$ cat src/rtl/mem_repair_array_pkg.sv
// Shared types for the repairable memory array.
//   repair_status_e : status reported alongside repair_ack
//   repair_state_e  : repair FSM states
//   idx_width()     : index width helper that never returns zero
package mem_repair_pkg;

    typedef enum logic [1:0] {
        ST_OK    = 2'b00,
        ST_DUP   = 2'b01,
        ST_FULL  = 2'b10,
        ST_RANGE = 2'b11
    } repair_status_e;

    typedef enum logic [1:0] {
        IDLE,
        LOOKUP,
        COPY,
        DONE
    } repair_state_e;

    function automatic int idx_width(input int n);
        return (n > 1) ? $clog2(n) : 1;
    endfunction

endpackage

$ cat src/rtl/mem_repair_array_if.sv
// Bus between the MBIST/MBISR engine (master) and the repairable memory (slave).
//   mem_*         : functional single-port access, read data returned with rvalid
//   repair_*      : repair request/ack handshake plus allocation status
//   fault_*       : stuck-at fault injection, present only with MEM_FAULT_INJECT_EN
interface mem_repair_array_if
    import mem_repair_pkg::*;
#(
    parameter int ADDR_WIDTH = 8,
    parameter int DATA_WIDTH = 8,
    parameter int NUM_SPARES = 4
);
    localparam int CW  = $clog2(NUM_SPARES + 1);
    localparam int FBW = idx_width(DATA_WIDTH);

    logic                  mem_en;
    logic                  mem_we;
    logic [ADDR_WIDTH-1:0] mem_addr;
    logic [DATA_WIDTH-1:0] mem_wdata;
    logic [DATA_WIDTH-1:0] mem_rdata;
    logic                  mem_rvalid;
    logic                  mem_ready;
    logic                  repair_req;
    logic [ADDR_WIDTH-1:0] repair_addr;
    logic                  repair_ack;
    logic [1:0]            repair_status;
    logic [CW-1:0]         repair_count;
    logic                  repair_full;
`ifdef MEM_FAULT_INJECT_EN
    logic                  fault_en;
    logic [ADDR_WIDTH-1:0] fault_addr;
    logic [FBW-1:0]        fault_bit;
    logic                  fault_val;
`endif

    modport master (
`ifdef MEM_FAULT_INJECT_EN
        output fault_en, fault_addr, fault_bit, fault_val,
`endif
        output mem_en, mem_we, mem_addr, mem_wdata, repair_req, repair_addr,
        input  mem_rdata, mem_rvalid, mem_ready, repair_ack, repair_status, repair_count,
        input  repair_full
    );

    modport slave (
`ifdef MEM_FAULT_INJECT_EN
        input  fault_en, fault_addr, fault_bit, fault_val,
`endif
        input  mem_en, mem_we, mem_addr, mem_wdata, repair_req, repair_addr,
        output mem_rdata, mem_rvalid, mem_ready, repair_ack, repair_status, repair_count,
        output repair_full
    );

endinterface

$ cat src/rtl/mem_repair_array_repair_cam.sv
// Repair table: NUM_SPARES {valid, addr} entries, entry i owns spare word i.
//   clk, rst         : clock, synchronous active-high reset (invalidates all entries)
//   i_lookup_addr    : functional access address -> o_hit / o_hit_idx
//   i_dup_addr       : latched repair address    -> o_dup
//   i_alloc          : write entry i_alloc_idx with {1, i_alloc_addr}
module repair_cam #(
    parameter int ADDR_WIDTH = 8,
    parameter int NUM_SPARES = 4,
    parameter int SW         = 2
) (
    input  logic                  clk,
    input  logic                  rst,
    input  logic [ADDR_WIDTH-1:0] i_lookup_addr,
    output logic                  o_hit,
    output logic [SW-1:0]         o_hit_idx,
    input  logic [ADDR_WIDTH-1:0] i_dup_addr,
    output logic                  o_dup,
    input  logic                  i_alloc,
    input  logic [SW-1:0]         i_alloc_idx,
    input  logic [ADDR_WIDTH-1:0] i_alloc_addr
);
    logic [NUM_SPARES-1:0] r_valid;
    logic [ADDR_WIDTH-1:0] r_addr [NUM_SPARES];

    always_ff @(posedge clk) begin
        if (rst) begin
            r_valid <= '0;
        end else if (i_alloc) begin
            r_valid[i_alloc_idx] <= 1'b1;
        end
    end

    // Address fields are qualified by r_valid, so they need no reset.
    always_ff @(posedge clk) begin
        if (i_alloc && !rst) begin
            r_addr[i_alloc_idx] <= i_alloc_addr;
        end
    end

    // Entries are unique, so at most one lookup hit.
    always_comb begin
        o_hit     = 1'b0;
        o_hit_idx = '0;
        o_dup     = 1'b0;
        for (int i = 0; i < NUM_SPARES; i++) begin
            if (r_valid[i] && (r_addr[i] == i_lookup_addr)) begin
                o_hit     = 1'b1;
                o_hit_idx = SW'(i);
            end
            if (r_valid[i] && (r_addr[i] == i_dup_addr)) begin
                o_dup = 1'b1;
            end
        end
    end

endmodule

$ cat src/rtl/mem_repair_array.sv
// Repairable single-port memory: main array, NUM_SPARES spare words and a repair table that
// redirects failing addresses to spares. Reads return after RD_LATENCY (1 or 2) cycles.
//   clk, rst : clock, synchronous active-high reset (contents of main/spares are kept)
//   bus      : mem_repair_array_if.slave (functional access + repair handshake)
// Optional: MEM_FAULT_INJECT_EN adds stuck-at fault injection on main-array reads.
module mem_repair_array
    import mem_repair_pkg::*;
#(
    parameter int ADDR_WIDTH = 8,
    parameter int DATA_WIDTH = 8,
    parameter int MEM_SIZE   = 256,
    parameter int NUM_SPARES = 4,
    parameter int RD_LATENCY = 1
) (
    input logic               clk,
    input logic               rst,
    mem_repair_array_if.slave bus
);
    localparam int CW = $clog2(NUM_SPARES + 1);
    localparam int SW = idx_width(NUM_SPARES);
    localparam int MW = idx_width(MEM_SIZE);

    logic [DATA_WIDTH-1:0] r_main  [MEM_SIZE];
    logic [DATA_WIDTH-1:0] r_spare [NUM_SPARES];

    repair_state_e         r_state;
    repair_status_e        r_status;
    logic                  r_ack;
    logic [CW-1:0]         r_count;
    logic [ADDR_WIDTH-1:0] r_rep_addr;

    logic                  w_accept;
    logic                  w_in_range;
    logic                  w_rep_in_range;
    logic                  w_hit;
    logic [SW-1:0]         w_hit_idx;
    logic                  w_dup;
    logic                  w_alloc;
    logic [DATA_WIDTH-1:0] w_main_rd;
    logic [DATA_WIDTH-1:0] w_copy_rd;
    logic [DATA_WIDTH-1:0] w_rd_data;

    assign w_accept       = bus.mem_en && (r_state == IDLE) && !rst;
    assign w_in_range     = 32'(bus.mem_addr) < 32'(MEM_SIZE);
    assign w_rep_in_range = 32'(r_rep_addr) < 32'(MEM_SIZE);
    assign w_alloc        = (r_state == COPY) && !rst;

    repair_cam #(
        .ADDR_WIDTH (ADDR_WIDTH),
        .NUM_SPARES (NUM_SPARES),
        .SW         (SW)
    ) u_cam (
        .clk           (clk),
        .rst           (rst),
        .i_lookup_addr (bus.mem_addr),
        .o_hit         (w_hit),
        .o_hit_idx     (w_hit_idx),
        .i_dup_addr    (r_rep_addr),
        .o_dup         (w_dup),
        .i_alloc       (w_alloc),
        .i_alloc_idx   (r_count[SW-1:0]),
        .i_alloc_addr  (r_rep_addr)
    );

    // Main-array read ports: functional access and the COPY source.
    always_comb begin
        w_main_rd = r_main[bus.mem_addr[MW-1:0]];
        w_copy_rd = r_main[r_rep_addr[MW-1:0]];
`ifdef MEM_FAULT_INJECT_EN
        if (bus.fault_en && (bus.mem_addr == bus.fault_addr)) begin
            w_main_rd[bus.fault_bit] = bus.fault_val;
        end
        if (bus.fault_en && (r_rep_addr == bus.fault_addr)) begin
            w_copy_rd[bus.fault_bit] = bus.fault_val;
        end
`endif
    end

    always_comb begin
        if (w_hit) begin
            w_rd_data = r_spare[w_hit_idx];
        end else if (w_in_range) begin
            w_rd_data = w_main_rd;
        end else begin
            w_rd_data = '0;
        end
    end

    // Storage: unmapped out-of-range writes fall through with no effect.
    always_ff @(posedge clk) begin
        if (w_accept && bus.mem_we) begin
            if (w_hit) begin
                r_spare[w_hit_idx] <= bus.mem_wdata;
            end else if (w_in_range) begin
                r_main[bus.mem_addr[MW-1:0]] <= bus.mem_wdata;
            end
        end
        if (w_alloc) begin
            r_spare[r_count[SW-1:0]] <= w_copy_rd;
        end
    end

    // Read pipeline stage 1; rdata holds between reads.
    logic                  r_rv1;
    logic [DATA_WIDTH-1:0] r_rd1;

    always_ff @(posedge clk) begin
        if (rst) begin
            r_rv1 <= 1'b0;
            r_rd1 <= '0;
        end else begin
            r_rv1 <= w_accept && !bus.mem_we;
            if (w_accept && !bus.mem_we) begin
                r_rd1 <= w_rd_data;
            end
        end
    end

    if (RD_LATENCY == 2) begin : g_lat2
        logic                  r_rv2;
        logic [DATA_WIDTH-1:0] r_rd2;

        always_ff @(posedge clk) begin
            if (rst) begin
                r_rv2 <= 1'b0;
                r_rd2 <= '0;
            end else begin
                r_rv2 <= r_rv1;
                if (r_rv1) begin
                    r_rd2 <= r_rd1;
                end
            end
        end

        assign bus.mem_rvalid = r_rv2;
        assign bus.mem_rdata  = r_rd2;
    end else begin : g_lat1
        assign bus.mem_rvalid = r_rv1;
        assign bus.mem_rdata  = r_rd1;
    end

    // Repair FSM. RANGE beats DUP beats FULL.
    always_ff @(posedge clk) begin
        if (rst) begin
            r_state    <= IDLE;
            r_status   <= ST_OK;
            r_ack      <= 1'b0;
            r_count    <= '0;
            r_rep_addr <= '0;
        end else begin
            r_ack <= 1'b0;
            unique case (r_state)
                IDLE: begin
                    if (bus.repair_req) begin
                        r_rep_addr <= bus.repair_addr;
                        r_state    <= LOOKUP;
                    end
                end
                LOOKUP: begin
                    if (!w_rep_in_range) begin
                        r_status <= ST_RANGE;
                        r_state  <= DONE;
                    end else if (w_dup) begin
                        r_status <= ST_DUP;
                        r_state  <= DONE;
                    end else if (r_count == CW'(NUM_SPARES)) begin
                        r_status <= ST_FULL;
                        r_state  <= DONE;
                    end else begin
                        r_state <= COPY;
                    end
                end
                COPY: begin
                    r_count  <= r_count + CW'(1);
                    r_status <= ST_OK;
                    r_state  <= DONE;
                end
                DONE: begin
                    r_ack   <= 1'b1;
                    r_state <= IDLE;
                end
                default: r_state <= IDLE;
            endcase
        end
    end

    assign bus.mem_ready     = (r_state == IDLE);
    assign bus.repair_ack    = r_ack;
    assign bus.repair_status = r_status;
    assign bus.repair_count  = r_count;
    assign bus.repair_full   = (r_count == CW'(NUM_SPARES));

endmodule

$ cat src/flat_wrapper.sv
// flat-port wrapper written by rule: the top's interface ports become plain ports
module mem_repair_array_flat import mem_repair_pkg::*;
#(
    parameter int ADDR_WIDTH = 8,
    parameter int DATA_WIDTH = 8,
    parameter int MEM_SIZE   = 256,
    parameter int NUM_SPARES = 4,
    parameter int RD_LATENCY = 1
)
  (clk, rst, bus_mem_en, bus_mem_we, bus_mem_addr, bus_mem_wdata, bus_repair_req, bus_repair_addr, bus_mem_rdata, bus_mem_rvalid, bus_mem_ready, bus_repair_ack, bus_repair_status, bus_repair_count, bus_repair_full);
  mem_repair_array_if #(.ADDR_WIDTH(ADDR_WIDTH), .DATA_WIDTH(DATA_WIDTH), .NUM_SPARES(NUM_SPARES)) bus_i ();
  input logic clk;
  input logic rst;
  input wire logic [$bits(bus_i.mem_en)-1:0] bus_mem_en;
  input wire logic [$bits(bus_i.mem_we)-1:0] bus_mem_we;
  input wire logic [$bits(bus_i.mem_addr)-1:0] bus_mem_addr;
  input wire logic [$bits(bus_i.mem_wdata)-1:0] bus_mem_wdata;
  input wire logic [$bits(bus_i.repair_req)-1:0] bus_repair_req;
  input wire logic [$bits(bus_i.repair_addr)-1:0] bus_repair_addr;
  output wire logic [$bits(bus_i.mem_rdata)-1:0] bus_mem_rdata;
  output wire logic [$bits(bus_i.mem_rvalid)-1:0] bus_mem_rvalid;
  output wire logic [$bits(bus_i.mem_ready)-1:0] bus_mem_ready;
  output wire logic [$bits(bus_i.repair_ack)-1:0] bus_repair_ack;
  output wire logic [$bits(bus_i.repair_status)-1:0] bus_repair_status;
  output wire logic [$bits(bus_i.repair_count)-1:0] bus_repair_count;
  output wire logic [$bits(bus_i.repair_full)-1:0] bus_repair_full;
  assign bus_i.mem_en = bus_mem_en;
  assign bus_i.mem_we = bus_mem_we;
  assign bus_i.mem_addr = bus_mem_addr;
  assign bus_i.mem_wdata = bus_mem_wdata;
  assign bus_i.repair_req = bus_repair_req;
  assign bus_i.repair_addr = bus_repair_addr;
  assign bus_mem_rdata = bus_i.mem_rdata;
  assign bus_mem_rvalid = bus_i.mem_rvalid;
  assign bus_mem_ready = bus_i.mem_ready;
  assign bus_repair_ack = bus_i.repair_ack;
  assign bus_repair_status = bus_i.repair_status;
  assign bus_repair_count = bus_i.repair_count;
  assign bus_repair_full = bus_i.repair_full;
  mem_repair_array #(.ADDR_WIDTH(ADDR_WIDTH), .DATA_WIDTH(DATA_WIDTH), .MEM_SIZE(MEM_SIZE), .NUM_SPARES(NUM_SPARES), .RD_LATENCY(RD_LATENCY)) u_core (.clk(clk), .rst(rst), .bus(bus_i));
endmodule
$ cat config.mk
export PLATFORM = sky130hd
export DESIGN_NAME = mem_repair_array_flat
export DESIGN_NICKNAME = d
export VERILOG_FILES = /design/src/rtl/mem_repair_array_pkg.sv /design/src/rtl/mem_repair_array_if.sv /design/src/rtl/mem_repair_array_repair_cam.sv /design/src/rtl/mem_repair_array.sv /design/src/flat_wrapper.sv
export SDC_FILE = /design/constraint.sdc
export NUM_CORES = 2
export LEC_CHECK = 0
export ABC_AREA = 1
export BUFFER_PORTS_ARGS = -buffer_cell sky130_fd_sc_hd__buf_2
export CELL_PAD_IN_SITES_DETAIL_PLACEMENT = 1
export CELL_PAD_IN_SITES_GLOBAL_PLACEMENT = 2
export CORE_MARGIN = 8
export CORE_UTILIZATION = 28
export DETAILED_ROUTE_END_ITERATION = 16
export GPL_ROUTABILITY_DRIVEN = 0
export PLACE_DENSITY = 0.65
export SLEW_MARGIN = 20
export SYNTH_ARGS = -nofsm -noshare
export SYNTH_HDL_FRONTEND = slang
export SYNTH_SLANG_ARGS = --single-unit
$ cat constraint.sdc
create_clock -name clk -period 3.7 [get_ports clk]
set_input_delay 0.74 -clock clk [delete_from_list [all_inputs] [get_ports clk]]
set_output_delay 0.74 -clock clk [all_outputs]
set_load 0.05 [all_outputs]
==> flow_metrics.env <==
export IMPL_drt_wl_total_mm=519
export IMPL_p_sw_share_pct=35.2
export IMPL_grt_pass1_vias=98000
export IMPL_ir_worst_vdd_uv=325
export IMPL_ys_seq_elements=2149
export IMPL_pwr_share_comb_pct=27.7
export IMPL_area_delta_synth_final_pct=20.4
export IMPL_worstMarginPinSlew_ns=1.19
export IMPL_crit_family="simple AND/OR/NAND/NOR gates"
export IMPL_dieArea_mm2=0.403
export IMPL_grt_use_met3_pct=3.80
export IMPL_seq_area_mm2=0.0642
export IMPL_pin_count=46
export IMPL_postRouteAntennaNets=0
export IMPL_nNetsFinal=12600
export IMPL_port_buffers=45
export IMPL_drv_slew=0
export IMPL_crit_path_frequent_cell="nand3_1"
export IMPL_path_cells="inv_8 > buf_12 > buf_12 > o21ai_0 > o22ai_1 > nand2_1 > nand3_1 > nand3_1 > nand3_1 > nand3_1 > nand3_1 > nand3_1 > nand2_1"
export IMPL_grtUsageTotal_pct=24.8
export IMPL_final_hold_viol_count=0
export IMPL_final_common_cell="nand2_1"
export IMPL_grt_max_degree=97
export IMPL_worst_r2r_setup_slack_ns=0.04
export IMPL_max_freq_mhz=273
export IMPL_clock_latency_ns=0.92
export IMPL_post_cts_buffers=0
export IMPL_multi_input_area_mm2=0.0383
export IMPL_synth_cell_types=40
export IMPL_grt_overflow_total=0
export IMPL_drive_gt1_share_pct=11.9
export IMPL_synthFlopType="edfxtp_1"
export IMPL_cap_violations=0
export IMPL_critPathRequiredTime_ns=4.44
export IMPL_ys_seq_area_share_pct=59.9
export IMPL_power_leakage_nw=49.6
export IMPL_critPathBufInv=3
export IMPL_vias=96700
export IMPL_synth_edf_count=2112
export IMPL_syn_area_mm2=0.107
export IMPL_rows=227
export IMPL_post_route_period_util_pct=98.9
export IMPL_rsz0062_at_grt="false"
export IMPL_cpPeakStageDelay_ns=0.46
export IMPL_fin_total_pwr_w=0.0750
export IMPL_worstSetupEndpointType="register"
export IMPL_power_frac_clock_pct=35.8
export IMPL_core_mm2=0.382
export IMPL_antenna_found_initial=49
export IMPL_synth_fp_nets=12200
export IMPL_p_int_w=0.0486
export IMPL_power_density_mw_per_mm2=581
export IMPL_p_sw_w=0.0264
export IMPL_routed_via_density=5.42
export IMPL_async_reset_ff_share_pct=0
export IMPL_wl_per_cell_um=29.1
export IMPL_slew_headroom_pct=20.4
export IMPL_finalSetupTns_ns=0
export IMPL_start_kind="register"
export IMPL_pwr_share_seq_pct=36.4
export IMPL_met1_usage_pct=34.1
export IMPL_die_h_um=635
export IMPL_setup_viol=0
export IMPL_avgSynthCellArea_um2=8.83
export IMPL_dr_pass1_iters=6
export IMPL_start_util_pct=28.1
export IMPL_crit_slowest_cell="dfxtp_4"
export IMPL_cts_made_buffers=268
export IMPL_cts_tree="done"
export IMPL_finalClockSkew_ns=0.0478
export IMPL_cts_resized=0
export IMPL_drtIter0Drc=9526
export IMPL_yosys_warnings=0
export IMPL_grt_pass1_wl_mm=730
export IMPL_cts_sinks=2149
export IMPL_ctsHoldBuffers=0
export IMPL_nFillCells=43900
export IMPL_cp_data_arrival_time_ns=4.40
export IMPL_worst_setup_path_type="register to register"
export IMPL_clk_pin_slew_ns=0.06
export IMPL_clk_root_buffer_cell="clkbuf_16"
export IMPL_clockBufferDepth=4
export IMPL_final_util_pct=33.8
export IMPL_layout_common_cells="4,455 x nand2_1, 2,112 x edfxtp_1, 1,405 x nor2_1, 1,295 x o21ai_0, 808 x buf_4"
export IMPL_syn_inst=12100
export IMPL_cts_max_level=5
export IMPL_min_period_ns=3.66
export IMPL_drc_errors=0
export IMPL_hold_path_class="primary input to register"
export IMPL_busiest_layer="met2"
export IMPL_die_x_um=635
export IMPL_hpwl_mm=350
export IMPL_outcome="completed"
export IMPL_grtUsageMet2_pct=39.5
export IMPL_path_max_fanout=58
[power by group through the flow]
stage / logic (W) / clock network, W / registers, W
floorplan: 0.00998 / 0 / 0.0276
global placement: 0.0201 / 0 / 0.0278
detailed placement: 0.0204 / 0 / 0.0278
CTS: 0.0205 / 0.0274 / 0.0273
global route: 0.0218 / 0.0281 / 0.0273
finish: 0.0208 / 0.0269 / 0.0273
[sequential cells by signal (all words and copies together) (netlist names), named ones only]
signal                    flops
u_core.u_cam.r_addr          32
u_core.r_spare               32
u_core.bus.mem_rdata          8
u_core.r_main              2048
u_core.bus.repair_ack         1
u_core.r_rep_addr             8
u_core.bus.repair_count       3
u_core.u_cam.r_valid          4
u_core.bus.mem_rvalid         1
u_core.bus.repair_status      2
u_core.r_state                2
[metal layers]
| layer | vias to the layer above | wire, um | part of all wire (%) |
|---|---|---|---|
| li1 | 42200 | - | - |
| met1 | 49800 | 229000 | 44 |
| met2 | 3776 | 232000 | 45 |
| met3 | 904 | 35700 | 6.9 |
| met4 | 18 | 22600 | 4.4 |
| met5 | - | 107 | 0.021 |
[area by class of cell]
| class | instances | area share, % |
|---|---|---|
| antenna | 6 | 0.0116 |
| clock buffer | 335 | 5.63 |
| clock inverter | 136 | 1.15 |
| inverter | 250 | 0.774 |
| multi-input combinational | 8868 | 29.7 |
| sequential | 2149 | 49.8 |
| tap | 5038 | 4.89 |
| timing repair buffer | 1055 | 8.09 |
[logic make-up (layout without fill, tap and decap cells)]
logic type,after synthesis,count (layout),synth area share (%)
flops,2149,2149,59.9
simple gates,6777,6777,25.2
other cells,0,6,0
xor+xnor,15,15,0.123
compound gates,2068,2068,10.3
fa+ha+maj,8,8,0.0934
buf+inv,1113,1776,4.46
[tightest hold or removal path, stage by stage]
cell and delay [ns]:
buf_2 0.08, o21ai_0 0.08, nor2_1 0.12
[worst paths after layout]
path                                                        endpoint  depth (start not counted)                            startpoint
worst max-delay path                  u_core.r_spare[3][4]$_DFFE_PP_                         13                              register
worst min register to register  u_core.u_cam.r_valid[2]$_SDFFE_PP0P_                          2  u_core.u_cam.r_valid[2]$_SDFFE_PP0P_
worst max register to register        u_core.r_spare[3][4]$_DFFE_PP_                         13                              register
worst min-delay path                                        register                          3                    bus_repair_addr[6]
[through the flow]
step / instance area (um2) / worst slack, ns / instances / hold WS [ns]
finish: 129000 / 0.0424 / 17800 / 0.156
global route: 129000 / 0.0400 / 17800 / 0.181
CTS: 129000 / 0.0804 / 17800 / 0.0953
detailed placement: 120000 / -0.358 / 17400 / 0.490
global placement: 120000 / -0.520 / 17400 / 0.462
floorplan: 107000 / 0.636 / 12100 / 0.450
[synthesized netlist by cell type (all sizes together), types with 8 or more instances]
cell type	instances	share of area (%)
a21oi	280	1.3
a22oi	28	0.20
buf	449	2.1
clkbuf	414	1.5
dfxtp	37	0.69
edfxtp	2112	59
ha	8	0.093
inv	247	0.87
nand2	4488	16
nand3	721	3.4
nand4	109	0.65
nor2	1440	5.2
o21ai	1307	6.1
o22ai	440	2.6
xnor2	8	0.065
Power figures use the tool's default switching activity.
